==> src/rtl/ff_bank_pkg.sv <==
// ff_bank_pkg: shared encodings for the flip-flop bank.
//   - mode_e      : runtime update rule shared by all channels (SR, JK, D, T)
//   - POL_*       : compile-time resolution of the SR=11 input combination
package ff_bank_pkg;

    typedef enum logic [1:0] {
        MODE_SR = 2'b00,
        MODE_JK = 2'b01,
        MODE_D  = 2'b10,
        MODE_T  = 2'b11
    } mode_e;

    localparam int POL_HOLD = 0;
    localparam int POL_SET  = 1;
    localparam int POL_RST  = 2;

endpackage

==> src/rtl/ff_cell.sv <==
// ff_cell: one channel of the flip-flop bank.
// Holds the channel state flop and its sticky SR-illegal flag, and reports
// whether the current inputs form an illegal SR event this cycle.
// Ports:
//   clk      clock, rising edge
//   rst      synchronous active-low reset
//   en       update enable
//   ld       parallel load strobe (beats en)
//   ld_val   value loaded when ld=1
//   mode     shared update rule
//   ctl      {S,R} / {J,K} / {-,D} / {-,T}
//   clr_err  clear the sticky error flag
//   q        channel state
//   err      sticky illegal flag
//   illegal  combinational: this channel is SR=11 with en=1, ld=0 this cycle
module ff_cell
    import ff_bank_pkg::*;
#(
    parameter int SR_POLICY = POL_HOLD
) (
    input  logic       clk,
    input  logic       rst,
    input  logic       en,
    input  logic       ld,
    input  logic       ld_val,
    input  logic [1:0] mode,
    input  logic [1:0] ctl,
    input  logic       clr_err,
    output logic       q,
    output logic       err,
    output logic       illegal
);

    logic q_reg;
    logic q_next;
    logic err_reg;
    logic err_next;

    always_comb begin
        q_next  = q_reg;
        illegal = 1'b0;
        if (ld) begin
            q_next = ld_val;
        end else if (en) begin
            case (mode_e'(mode))
                MODE_SR: begin
                    case (ctl)
                        2'b10: q_next = 1'b1;
                        2'b01: q_next = 1'b0;
                        2'b11: begin
                            illegal = 1'b1;
                            if (SR_POLICY == POL_SET) begin
                                q_next = 1'b1;
                            end else if (SR_POLICY == POL_RST) begin
                                q_next = 1'b0;
                            end
                        end
                        default: q_next = q_reg;
                    endcase
                end
                MODE_JK: begin
                    case (ctl)
                        2'b10:   q_next = 1'b1;
                        2'b01:   q_next = 1'b0;
                        2'b11:   q_next = ~q_reg;
                        default: q_next = q_reg;
                    endcase
                end
                MODE_D: q_next = ctl[0];
                MODE_T: begin
                    if (ctl[0]) begin
                        q_next = ~q_reg;
                    end
                end
                default: q_next = q_reg;
            endcase
        end
    end

    // A new illegal event beats a concurrent clear, so after clr_err the flag
    // reflects only the channels that were illegal in that same cycle.
    always_comb begin
        err_next = err_reg;
        if (illegal) begin
            err_next = 1'b1;
        end else if (clr_err) begin
            err_next = 1'b0;
        end
    end

    always_ff @(posedge clk) begin
        if (!rst) begin
            q_reg   <= 1'b0;
            err_reg <= 1'b0;
        end else begin
            q_reg   <= q_next;
            err_reg <= err_next;
        end
    end

    assign q   = q_reg;
    assign err = err_reg;

endmodule

==> src/rtl/ff_bank.sv <==
// ff_bank: WIDTH independent flip-flop channels sharing one runtime update
// rule (SR / JK / D / T), with parallel preload, sticky per-channel SR-illegal
// flags and a saturating count of cycles containing any illegal channel.
// Ports:
//   clk      clock, rising edge
//   rst      synchronous active-low reset
//   en       global update enable
//   mode     00 SR, 01 JK, 10 D, 11 T
//   ctl      channel i uses ctl[2i+1:2i]
//   ld       parallel load strobe
//   ld_val   parallel load value
//   clr_err  clear err and err_cnt
//   q        channel states
//   qb       combinational ~q
//   err      sticky per-channel illegal flags
//   err_cnt  saturating illegal-cycle counter
module ff_bank
    import ff_bank_pkg::*;
#(
    parameter int WIDTH     = 8,
    parameter int CNT_W     = 8,
    parameter int SR_POLICY = POL_HOLD
) (
    input  logic                 clk,
    input  logic                 rst,
    input  logic                 en,
    input  logic [1:0]           mode,
    input  logic [2*WIDTH-1:0]   ctl,
    input  logic                 ld,
    input  logic [WIDTH-1:0]     ld_val,
    input  logic                 clr_err,
    output logic [WIDTH-1:0]     q,
    output logic [WIDTH-1:0]     qb,
    output logic [WIDTH-1:0]     err,
    output logic [CNT_W-1:0]     err_cnt
);

    localparam logic [CNT_W-1:0] CNT_MAX = '1;
    localparam logic [CNT_W-1:0] CNT_ONE = CNT_W'(1);

    logic [WIDTH-1:0] cell_q;
    logic [WIDTH-1:0] cell_err;
    logic [WIDTH-1:0] cell_illegal;
    logic             any_illegal;
    logic [CNT_W-1:0] cnt_reg;
    logic [CNT_W-1:0] cnt_next;

    generate
        for (genvar gi = 0; gi < WIDTH; gi++) begin : g_cell
            ff_cell #(
                .SR_POLICY(SR_POLICY)
            ) u_cell (
                .clk     (clk),
                .rst     (rst),
                .en      (en),
                .ld      (ld),
                .ld_val  (ld_val[gi]),
                .mode    (mode),
                .ctl     (ctl[2*gi+1:2*gi]),
                .clr_err (clr_err),
                .q       (cell_q[gi]),
                .err     (cell_err[gi]),
                .illegal (cell_illegal[gi])
            );
        end
    endgenerate

    // One count per cycle no matter how many channels were illegal.
    assign any_illegal = |cell_illegal;

    always_comb begin
        cnt_next = cnt_reg;
        if (any_illegal) begin
            if (clr_err) begin
                cnt_next = CNT_ONE;
            end else if (cnt_reg != CNT_MAX) begin
                cnt_next = cnt_reg + CNT_ONE;
            end
        end else if (clr_err) begin
            cnt_next = '0;
        end
    end

    always_ff @(posedge clk) begin
        if (!rst) begin
            cnt_reg <= '0;
        end else begin
            cnt_reg <= cnt_next;
        end
    end

    assign q       = cell_q;
    assign qb      = ~cell_q;
    assign err     = cell_err;
    assign err_cnt = cnt_reg;

endmodule

==> config.mk <==
export PLATFORM = sky130hd
export DESIGN_NAME = ff_bank
export DESIGN_NICKNAME = d
export VERILOG_FILES = /design/src/rtl/ff_bank_pkg.sv /design/src/rtl/ff_cell.sv /design/src/rtl/ff_bank.sv
export SDC_FILE = /design/constraint.sdc
export NUM_CORES = 1
export LEC_CHECK = 0
export ABC_CLOCK_PERIOD_IN_PS = 2800
export BUFFER_PORTS_ARGS = -buffer_cell sky130_fd_sc_hd__buf_2
export CORE_ASPECT_RATIO = 1.4
export CORE_MARGIN = 5
export CORE_UTILIZATION = 45
export CTS_CLUSTER_DIAMETER = 40
export DETAILED_ROUTE_END_ITERATION = 10
export HOLD_SLACK_MARGIN = 0.15
export PLACE_DENSITY = 0.72
export SYNTH_ARGS = -nofsm -noshare
export SYNTH_HDL_FRONTEND = slang
export SYNTH_SLANG_ARGS = --single-unit
==> constraint.sdc <==
create_clock -name clk -period 2.8 [get_ports clk]
set_clock_uncertainty 0.1 [all_clocks]
set_input_delay 0.7 -clock clk [delete_from_list [all_inputs] [get_ports clk]]
set_output_delay 0.7 -clock clk [all_outputs]
set_load 0.1 [all_outputs]
==> results of run 1 <==
[synth_stat cells, types with 2 or more instances]
library cell  instances
dfxtp_1              24
inv_1                23
ha_1                 18
nand2_1              18
buf_4                16
nor2_1               16
nand3_1              11
a22oi_1               9
clkbuf_1              9
o211ai_1              8
o221ai_1              7
a21oi_1               6
or4_1                 6
nand2b_1              5
o31ai_1               5
a21bo_2               4
buf_2                 4
nor2b_1               4
or3_1                 4
a2111oi_0             3
a311o_1               3
and2_1                3
nand4b_1              3
nor4b_1               3
o32ai_1               3
o2111ai_1             2
o21a_1                2
o41ai_1               2
or2_2                 2
[power by group]
part           total, W  internal (W)  switching, W
clock network  0.000246      0.000126      0.000120
registers      0.000362      0.000353    0.00000960
logic          0.000344     0.0000862      0.000257
total          0.000952      0.000565      0.000387
[path summary, 6_finish.rpt]
check / end / slack, ns / depth (start not counted)
setup / recovery: err_cnt[5] / 0.66 / 7
hold reg to reg: err_cnt[6] / 0.39 / 2
setup reg to reg: err_cnt[5] / 1.10 / 5
hold / removal: err_cnt[6] / 0.39 / 2
[critical path, delay by kind of cell]
kind	cells	cell delay, ns
simple gates	2	0.63
buf+inv	2	0.33
fa+ha+maj	1	0.26
compound gates	1	0.14
mux	1	0.14
[routing by layer]
layer	GRT usage, %	up-vias	part of all wire (%)
li1	-	939	-
met5	0	-	0
met2	32.1	54	51
met3	3.10	4	5.4
met4	9.25	0	1.5
met1	21.0	901	42
[cells by family after synthesis]
| logic type | after synthesis | share of synthesized area [%] |
|---|---|---|
| AOI/OAI and AO/OA | 60 | 24.6 |
| muxes | 2 | 1.10 |
| adders and majority gates | 18 | 11.7 |
| buffers and inverters | 54 | 14.3 |
| DFF | 24 | 24.9 |
| and+or+nand+nor | 81 | 23.5 |
[cell type report]
type / instances / area (um^2) / area share (%)
clock buffers: 4 / 55.1 / 2.49
inverters: 23 / 86.3 / 3.91
multi-input cells: 161 / 1170 / 53.2
flip-flops and latches: 24 / 480 / 21.8
well taps: 45 / 56.3 / 2.55
repair buffers: 68 / 355 / 16.1
[through the flow]
stage	instances	setup slack [ns]	power [W]	cell area [um^2]	hold WS, ns
floorplan	239	0.521	0.000653	1930	0.380
global placement	321	0.410	0.000711	2150	0.379
detailed placement	321	0.369	0.000715	2150	0.382
finish	325	0.657	0.000952	2210	0.394
global route	325	0.591	0.00100	2210	0.427
CTS	325	0.667	0.000959	2210	0.395
==> flow_summary.toml, run 1 <==
[worst_setup_path]
critical-path-max-stage-delay_ns = 0.55
worstPathRequired_ns = 2.86
crit_arrival_ns = 2.21
worstSetupPathType = "primary input to register"
crit_path_end_kind = "register"
cp_max_fo = 15
crit_chain = "buf_2, ha_1, or4_1, o21ai_2, buf_4, nor4_1, mux2i_1"
start_kind = "primary input"
critPathSlowestCell = "or4_1"
r2r_start = "err_cnt[0]"
critPathLaunch = "ctl[10]"

[hold_path]
hold_path.class = "register to register"
hold_start = "err_cnt[6]"

[synthesis]
yosys_warnings = 0
synth_async_sr_flop_share_pct = 0
synth_edf_count = 0
synth.avg_cell_area_um2 = 8.08
synth_cells = 239
syn-num-nets = 288
synth.area.top_cells = "dfxtp_1 (25%), ha_1 (12%), buf_4 (6.2%)"
synth_seq_cells = 24
synth.distinct_cells = 45
synth_ff_type = "dfxtp_1"
synth_area_um2 = 1930
synth_top_cell_area_share_pct = 24.9
yosysSeqAreaShare_pct = 24.9
synth_top_cell_by_area = "dfxtp_1"

[sta]
timing.setup.tns_ns = 0
period_minus_slack_ns = 2.14
slew_headroom_pct = 57.2
max_freq_mhz = 467
setup_viol = 0
tightestPinTransition_ns = 0.640
hold_viol = 0
drv_slew = 0
period_share_pct = 76.5
rsz0062_at_grt = "false"

[grt]
antenna_found_initial = 0
grt_pass1_vias = 1842
grt_max_degree = 28
grt_pass1_wl_um = 8330
grtUsageTotal_pct = 18.2
grt.overflow.total = 0

[die]
start_util_pct = 45.9
die_w_um = 65.4
io_pins = 63
die-area_um2 = 5720
coreArea_um2 = 4200
die_height_um = 87.5
rows = 28

[cts]
ctsResizeCount = 0
cts_hold_buf = 0
htree_levels = 1
postCtsSetupBuffers = 0
cts_buffer_depth = 2
numCtsBuffers = 3
cts_tree = "built"
insertion_delay_ns = 0.27
path_clk_slew_ns = 0.09
clockRootBuffer = "clkbuf_8"
clock-sinks = 24

[cells_and_area]
nFillCells = 420
final_core_util_pct = 52.5
area_delta_synth_final_pct = 14.4
nets = 330
final_common_cell = "buf_2"
drive_above_1_share_pct = 28.9
antennaDiodeCount = 0
mostFrequentLayoutCells = "buf_2 (62), dfxtp_1 (24), inv_1 (23), nand2_1 (18), ha_1 (18)"

[place]
port_buffers = 62
gp_congestion = 0.799
dp_hpwl_um = 3770

[route]
avgRoutedWirePerCell_um = 14.9
dr.pass1.iters = 4
postRouteAntennaNets = 0
wirelength_um = 4850
vias_per_cell = 5.84
drt-initial-drc-count = 108
num_vias = 1898
drc = 0

[status]
outcome = "finished, final reports clean"

[power_and_ir_drop]
p_per_area_nw_per_um2 = 431
p_leak_nw = 0.988
peakVddDrop_v = 0.000283

[run]
maxCapViolCount = 0
No activity file was read; power rests on OpenSTA's default activity.
==> inputs of run 2 (changes only) <==
--- a/config.mk
+++ b/config.mk
@@ -5,7 +5,7 @@
 export SDC_FILE = /design/constraint.sdc
 export NUM_CORES = 1
 export LEC_CHECK = 0
-export ABC_CLOCK_PERIOD_IN_PS = 2800
+export ABC_CLOCK_PERIOD_IN_PS = 1930
 export BUFFER_PORTS_ARGS = -buffer_cell sky130_fd_sc_hd__buf_2
 export CORE_ASPECT_RATIO = 1.4
 export CORE_MARGIN = 5
@@ -13,7 +13,7 @@
 export CTS_CLUSTER_DIAMETER = 40
 export DETAILED_ROUTE_END_ITERATION = 10
 export HOLD_SLACK_MARGIN = 0.15
-export PLACE_DENSITY = 0.72
+export PLACE_DENSITY = 0.75
 export SYNTH_ARGS = -nofsm -noshare
 export SYNTH_HDL_FRONTEND = slang
 export SYNTH_SLANG_ARGS = --single-unit
==> constraint.sdc (replaced) <==
create_clock -name clk -period 1.93 [get_ports clk]
set_clock_uncertainty 0.1 [all_clocks]
set_input_delay 0.4825 -clock clk [delete_from_list [all_inputs] [get_ports clk]]
set_output_delay 0.4825 -clock clk [all_outputs]
set_load 0.1 [all_outputs]
==> run 2 against run 1 <==
Total power increased by 50%. Worst hold slack worse by 0.046 ns. Non-clock buffer count is 29 higher. Sequential share of layout area down 2.0 points. Highest routed layer unchanged. Combinational power rose by 59%. Global-route usage rose by 0.31 points. Via count increased by 4.9%. Critical path depth grew 1. Clock power grew 43%. Sequential power grew 45%. Critical path type unchanged. Final cell count rose by 8.9%.
==> flow_summary.toml, run 2 (synthesis gave the netlist of run 1 again) <==
[status]
outcome = "finished, final reports clean"

[die]
io_pins = 63
start_util_pct = 45.9
rows = 28
die_height_um = 87.5
die_w_um = 65.4
coreArea_um2 = 4200
die-area_um2 = 5720

[worst_setup_path]
crit_path_end_kind = "register"
critPathLaunch = "ctl[0]"
cp_max_fo = 9
worstSetupPathType = "primary input to register"
rrSetupSlack_ns = 0.27
worstRegToRegCells = 6
start_kind = "primary input"
worstPathRequired_ns = 2.04
crit_arrival_ns = 1.95
r2r_start = "err_cnt[0]"

[place]
gp_congestion = 0.862
dp_slack_ns = -0.229
dp_hpwl_um = 4140
port_buffers = 62

[cells_and_area]
final_common_cell = "buf_2"
nets = 359
antennaDiodeCount = 0
drive_above_1_share_pct = 40.5
nFillCells = 391
mostFrequentLayoutCells = "buf_2 (62), buf_4 (35), inv_1 (23), nand2_1 (18)"
area_delta_synth_final_pct = 28.6

[cts]
cts_buffer_depth = 2
cts_hold_buf = 0
postCtsSetupBuffers = 0
clockRootBuffer = "clkbuf_8"
ctsResizeCount = 0
clock-sinks = 24
path_clk_slew_ns = 0.09
insertion_delay_ns = 0.27
numCtsBuffers = 3
cts_tree = "built"
htree_levels = 1

[route]
avgRoutedWirePerCell_um = 14.3
m1WireLength_um = 2010
routed-wl-met2_um = 2600
wirelength_um = 5050
dr.max_layer_used = "met4"
postRouteAntennaNets = 0
dr_wl_met3_um = 311
dr.pass1.iters = 4
vias_per_cell = 5.62
num_vias = 1991
drt-initial-drc-count = 129
drc = 0

[grt]
grtUsageTotal_pct = 18.5
grt_max_degree = 29
grt.overflow.total = 0
grt_pass1_vias = 1950
antenna_found_initial = 0
grt_pass1_wl_um = 8560

[sta]
slew_headroom_pct = 67.3
setup_viol = 0
hold_viol = 0
tightestPinTransition_ns = 0.489
max_freq_mhz = 544
period_minus_slack_ns = 1.84
period_share_pct = 95.3
rsz0062_at_grt = "false"
timing.final.ws_setup_ns = 0.0909
timing.hold.ws_ns = 0.348
drv_slew = 0

[power_and_ir_drop]
swShare_pct = 39.8
power.switching_w = 0.000568
p_leak_nw = 1.13
peakVddDrop_v = 0.000346
clockPowerShare_pct = 24.7
p_seq_share_pct = 36.9
pwr-share-comb_pct = 38.4
internal_power_w = 0.000858
p_per_area_nw_per_um2 = 574

[run]
maxCapViolCount = 0

[hold_path]
hold_start = "ld_val[7]"
hold_path.class = "primary input to register"
whs_path_depth = 3
run 2: layout make-up:
class                   count  area, um^2  share of cell area (%)
well taps                  45        56.3                    2.27
inverters                  23        86.3                    3.48
flip-flops and latches     24         490                    19.7
multi-input cells         161        1220                    49.2
repair buffers             97         573                    23.1
clock buffers               4        55.1                    2.22
run 2: metrics by stage:
stage	TNS, ns	area (um^2)	util [%]	instances	power [W]
after global placement	-1.13	2430	57.8	350	0.00108
after floorplan	-0.0570	2000	-	239	0.000954
final	0	2480	59.1	354	0.00143
after detailed placement	-1.65	2430	57.8	350	0.00109
after CTS	0	2480	59.1	354	0.00143
after global routing	0	2480	59.1	354	0.00149
run 2: critical path, stage by stage:
cell	delay, ns
buf_2	0.11
ha_1	0.22
or4_1	0.51
o21ai_2	0.16
buf_4	0.17
buf_4	0.11
o41ai_2	0.06
a21oi_1	0.12
run 2: power groups by stage:
stage	clock network, W	registers, W	logic (W)
after floorplan	0	0.000538	0.000417
after global placement	0	0.000537	0.000541
after detailed placement	0	0.000537	0.000549
after CTS	0.000358	0.000526	0.000550
after global routing	0.000375	0.000527	0.000588
final	0.000352	0.000526	0.000548
run 2: worst paths after layout:
check,endpoint
min reg2reg,err_cnt[6]
max,err_cnt[6]
min,g_cell[7].u_cell.q
max reg2reg,err_cnt[2]
run 2: layer usage:
layer | GRT usage (%) | up-vias
li1 | - | 995
met2 | 33.8 | 67
met5 | 0 | -
met1 | 21.9 | 918
met4 | 6.79 | 0
met3 | 2.33 | 11
==> inputs of run 3 (changes only) <==
--- a/config.mk
+++ b/config.mk
@@ -13,7 +13,7 @@
 export CTS_CLUSTER_DIAMETER = 40
 export DETAILED_ROUTE_END_ITERATION = 10
 export HOLD_SLACK_MARGIN = 0.15
-export PLACE_DENSITY = 0.75
+export PLACE_DENSITY = 0.87
 export SYNTH_ARGS = -nofsm -noshare
 export SYNTH_HDL_FRONTEND = slang
 export SYNTH_SLANG_ARGS = --single-unit
==> run 3 against run 2 <==
Sequential power about the same. Clock-buffer cell count is 1 lower. Final cell count did not move. First-iteration DRC count down 9.3%. Fmax down 1.4%. Die area unchanged. Non-clock buffer count up 1. Design area rose by 0.25%.
==> flow_summary.toml, run 3 (synthesis gave the netlist of run 1 again) <==
[cts]
ctsResizeCount = 0
numCtsBuffers = 3
cts_tree = "built"
cts_hold_buf = 0
clockRootBuffer = "clkbuf_8"
htree_levels = 1
path_clk_slew_ns = 0.09
clock-sinks = 24
cts_buffer_depth = 2
postCtsSetupBuffers = 0
insertion_delay_ns = 0.27

[power_and_ir_drop]
power.switching_w = 0.000569
clockPowerShare_pct = 22.0
p_total_w = 0.00139
p_leak_nw = 1.13
pwr-share-comb_pct = 40.1
internal_power_w = 0.000818
p_per_area_nw_per_um2 = 557
p_seq_share_pct = 37.9
peakVddDrop_v = 0.000285
swShare_pct = 41.0

[route]
postRouteAntennaNets = 0
vias_per_cell = 5.80
drc = 0
dr.max_layer_used = "met4"
wirelength_um = 5350
drt-initial-drc-count = 117
routed-wl-met2_um = 2730
avgRoutedWirePerCell_um = 15.1
dr.pass1.iters = 4
num_vias = 2054
dr_wl_met3_um = 264
m1WireLength_um = 2210

[die]
die-area_um2 = 5720
die_height_um = 87.5
io_pins = 63
start_util_pct = 45.9
die_w_um = 65.4
rows = 28
coreArea_um2 = 4200

[worst_setup_path]
worstRegToRegCells = 6
critPathTopFamily = "simple AND/OR/NAND/NOR gates"
r2r_start = "err_cnt[0]"
crit_path_end_kind = "register"
reg2reg_to = "err_cnt[4]"
crit_path_end = "err_cnt[1]"
critPathSlowestCell = "or4_4"
worst-path-buf-inv = 3
worst-path-stages = 8
crit_chain = "buf_2, ha_1, or4_4, o21ai_2, buf_12, buf_4, o211ai_1, o31ai_1"
crit_arrival_ns = 1.95
critical-path-max-stage-delay_ns = 0.49
critPathLaunch = "ctl[8]"
worstSetupPathType = "primary input to register"
rrSetupSlack_ns = 0.27
start_kind = "primary input"
worstPathRequired_ns = 2.01
cp_max_fo = 12

[sta]
timing.final.ws_setup_ns = 0.0647
hold_viol = 0
setup_viol = 0
period_share_pct = 96.6
period_minus_slack_ns = 1.87
timing.hold.ws_ns = 0.347
tightestPinTransition_ns = 0.506
rsz0062_at_grt = "false"
slew_headroom_pct = 66.5
drv_slew = 0
max_freq_mhz = 536

[hold_path]
hold_path.class = "primary input to register"

[place]
port_buffers = 62
dp_slack_ns = -0.203
gp_congestion = 0.826
dp_hpwl_um = 4290

[cells_and_area]
final_common_cell = "buf_2"
area_delta_synth_final_pct = 29.0
multi_input_comb_area_um2 = 1220
nFillCells = 373
antennaDiodeCount = 0
drive_above_1_share_pct = 40.5
nets = 360
mostFrequentLayoutCells = "buf_2 (62), buf_4 (35), inv_1 (23), nand2_1 (18)"
seq_area_um2 = 490

[grt]
grt.overflow.total = 0
antenna_found_initial = 0
grt_max_degree = 29
grt_pass1_vias = 2031
grtUsageTotal_pct = 19.3
grt_pass1_wl_um = 8790

[status]
outcome = "finished, final reports clean"

[run]
maxCapViolCount = 0
[run 3: cell types whose count changed in the layout (fill, tap and decap cells not counted), sizes merged]
cell,delta
clkbuf,-1
buf,+1
[run 3: metrics by stage]
step | utilization (%) | TNS, ns | std cells | instance area, um^2
after detailed placement | 58.2 | -1.72 | 351 | 2450
after CTS | 59.2 | 0 | 354 | 2490
after global placement | 58.2 | -1.22 | 351 | 2450
final | 59.2 | 0 | 354 | 2490
after floorplan | - | -0.0570 | 239 | 2000
after global routing | 59.2 | 0 | 354 | 2490
[run 3: worst min path at each step]
stage	start	end	slack, ns	cells after the start
after floorplan	g_cell[6].u_cell.err	g_cell[6].u_cell.err	0.38	2
after global placement	err_cnt[6]	err_cnt[6]	0.36	2
after detailed placement	err_cnt[6]	err_cnt[6]	0.37	2
after CTS	ld_val[7]	g_cell[7].u_cell.q	0.35	3
after global routing	ld_val[7]	g_cell[7].u_cell.q	0.34	3
final	ld_val[7]	g_cell[7].u_cell.q	0.35	3
[run 3: routing by layer]
layer  track usage (%)  vias up
met5                 0        -
met4              9.62        0
met2              34.4       78
li1                  -     1001
met1              22.0      958
met3              3.10       17
[run 3: cell type report]
type / count / share of cell area, %
clock buffers: 3 / 1.66
repair buffers: 98 / 23.8
flip-flops and latches: 24 / 19.7
multi-input cells: 161 / 49.1
inverters: 23 / 3.47
well taps: 45 / 2.26
[run 3: worst register-to-register path, cell delays in order (launching register included)]
cell,delay [ns]
dfxtp_2,0.35
ha_1,0.24
nand3_1,0.09
nor2_1,0.04
buf_4,0.17
or4_1,0.47
a21oi_1,0.14
[run 3: power groups by stage]
stage / logic (W) / registers (W) / clock network [W]
after floorplan: 0.000417 / 0.000538 / 0
after global placement: 0.000541 / 0.000537 / 0
after detailed placement: 0.000555 / 0.000536 / 0
after CTS: 0.000556 / 0.000525 / 0.000310
after global routing: 0.000593 / 0.000529 / 0.000328
final: 0.000557 / 0.000525 / 0.000305
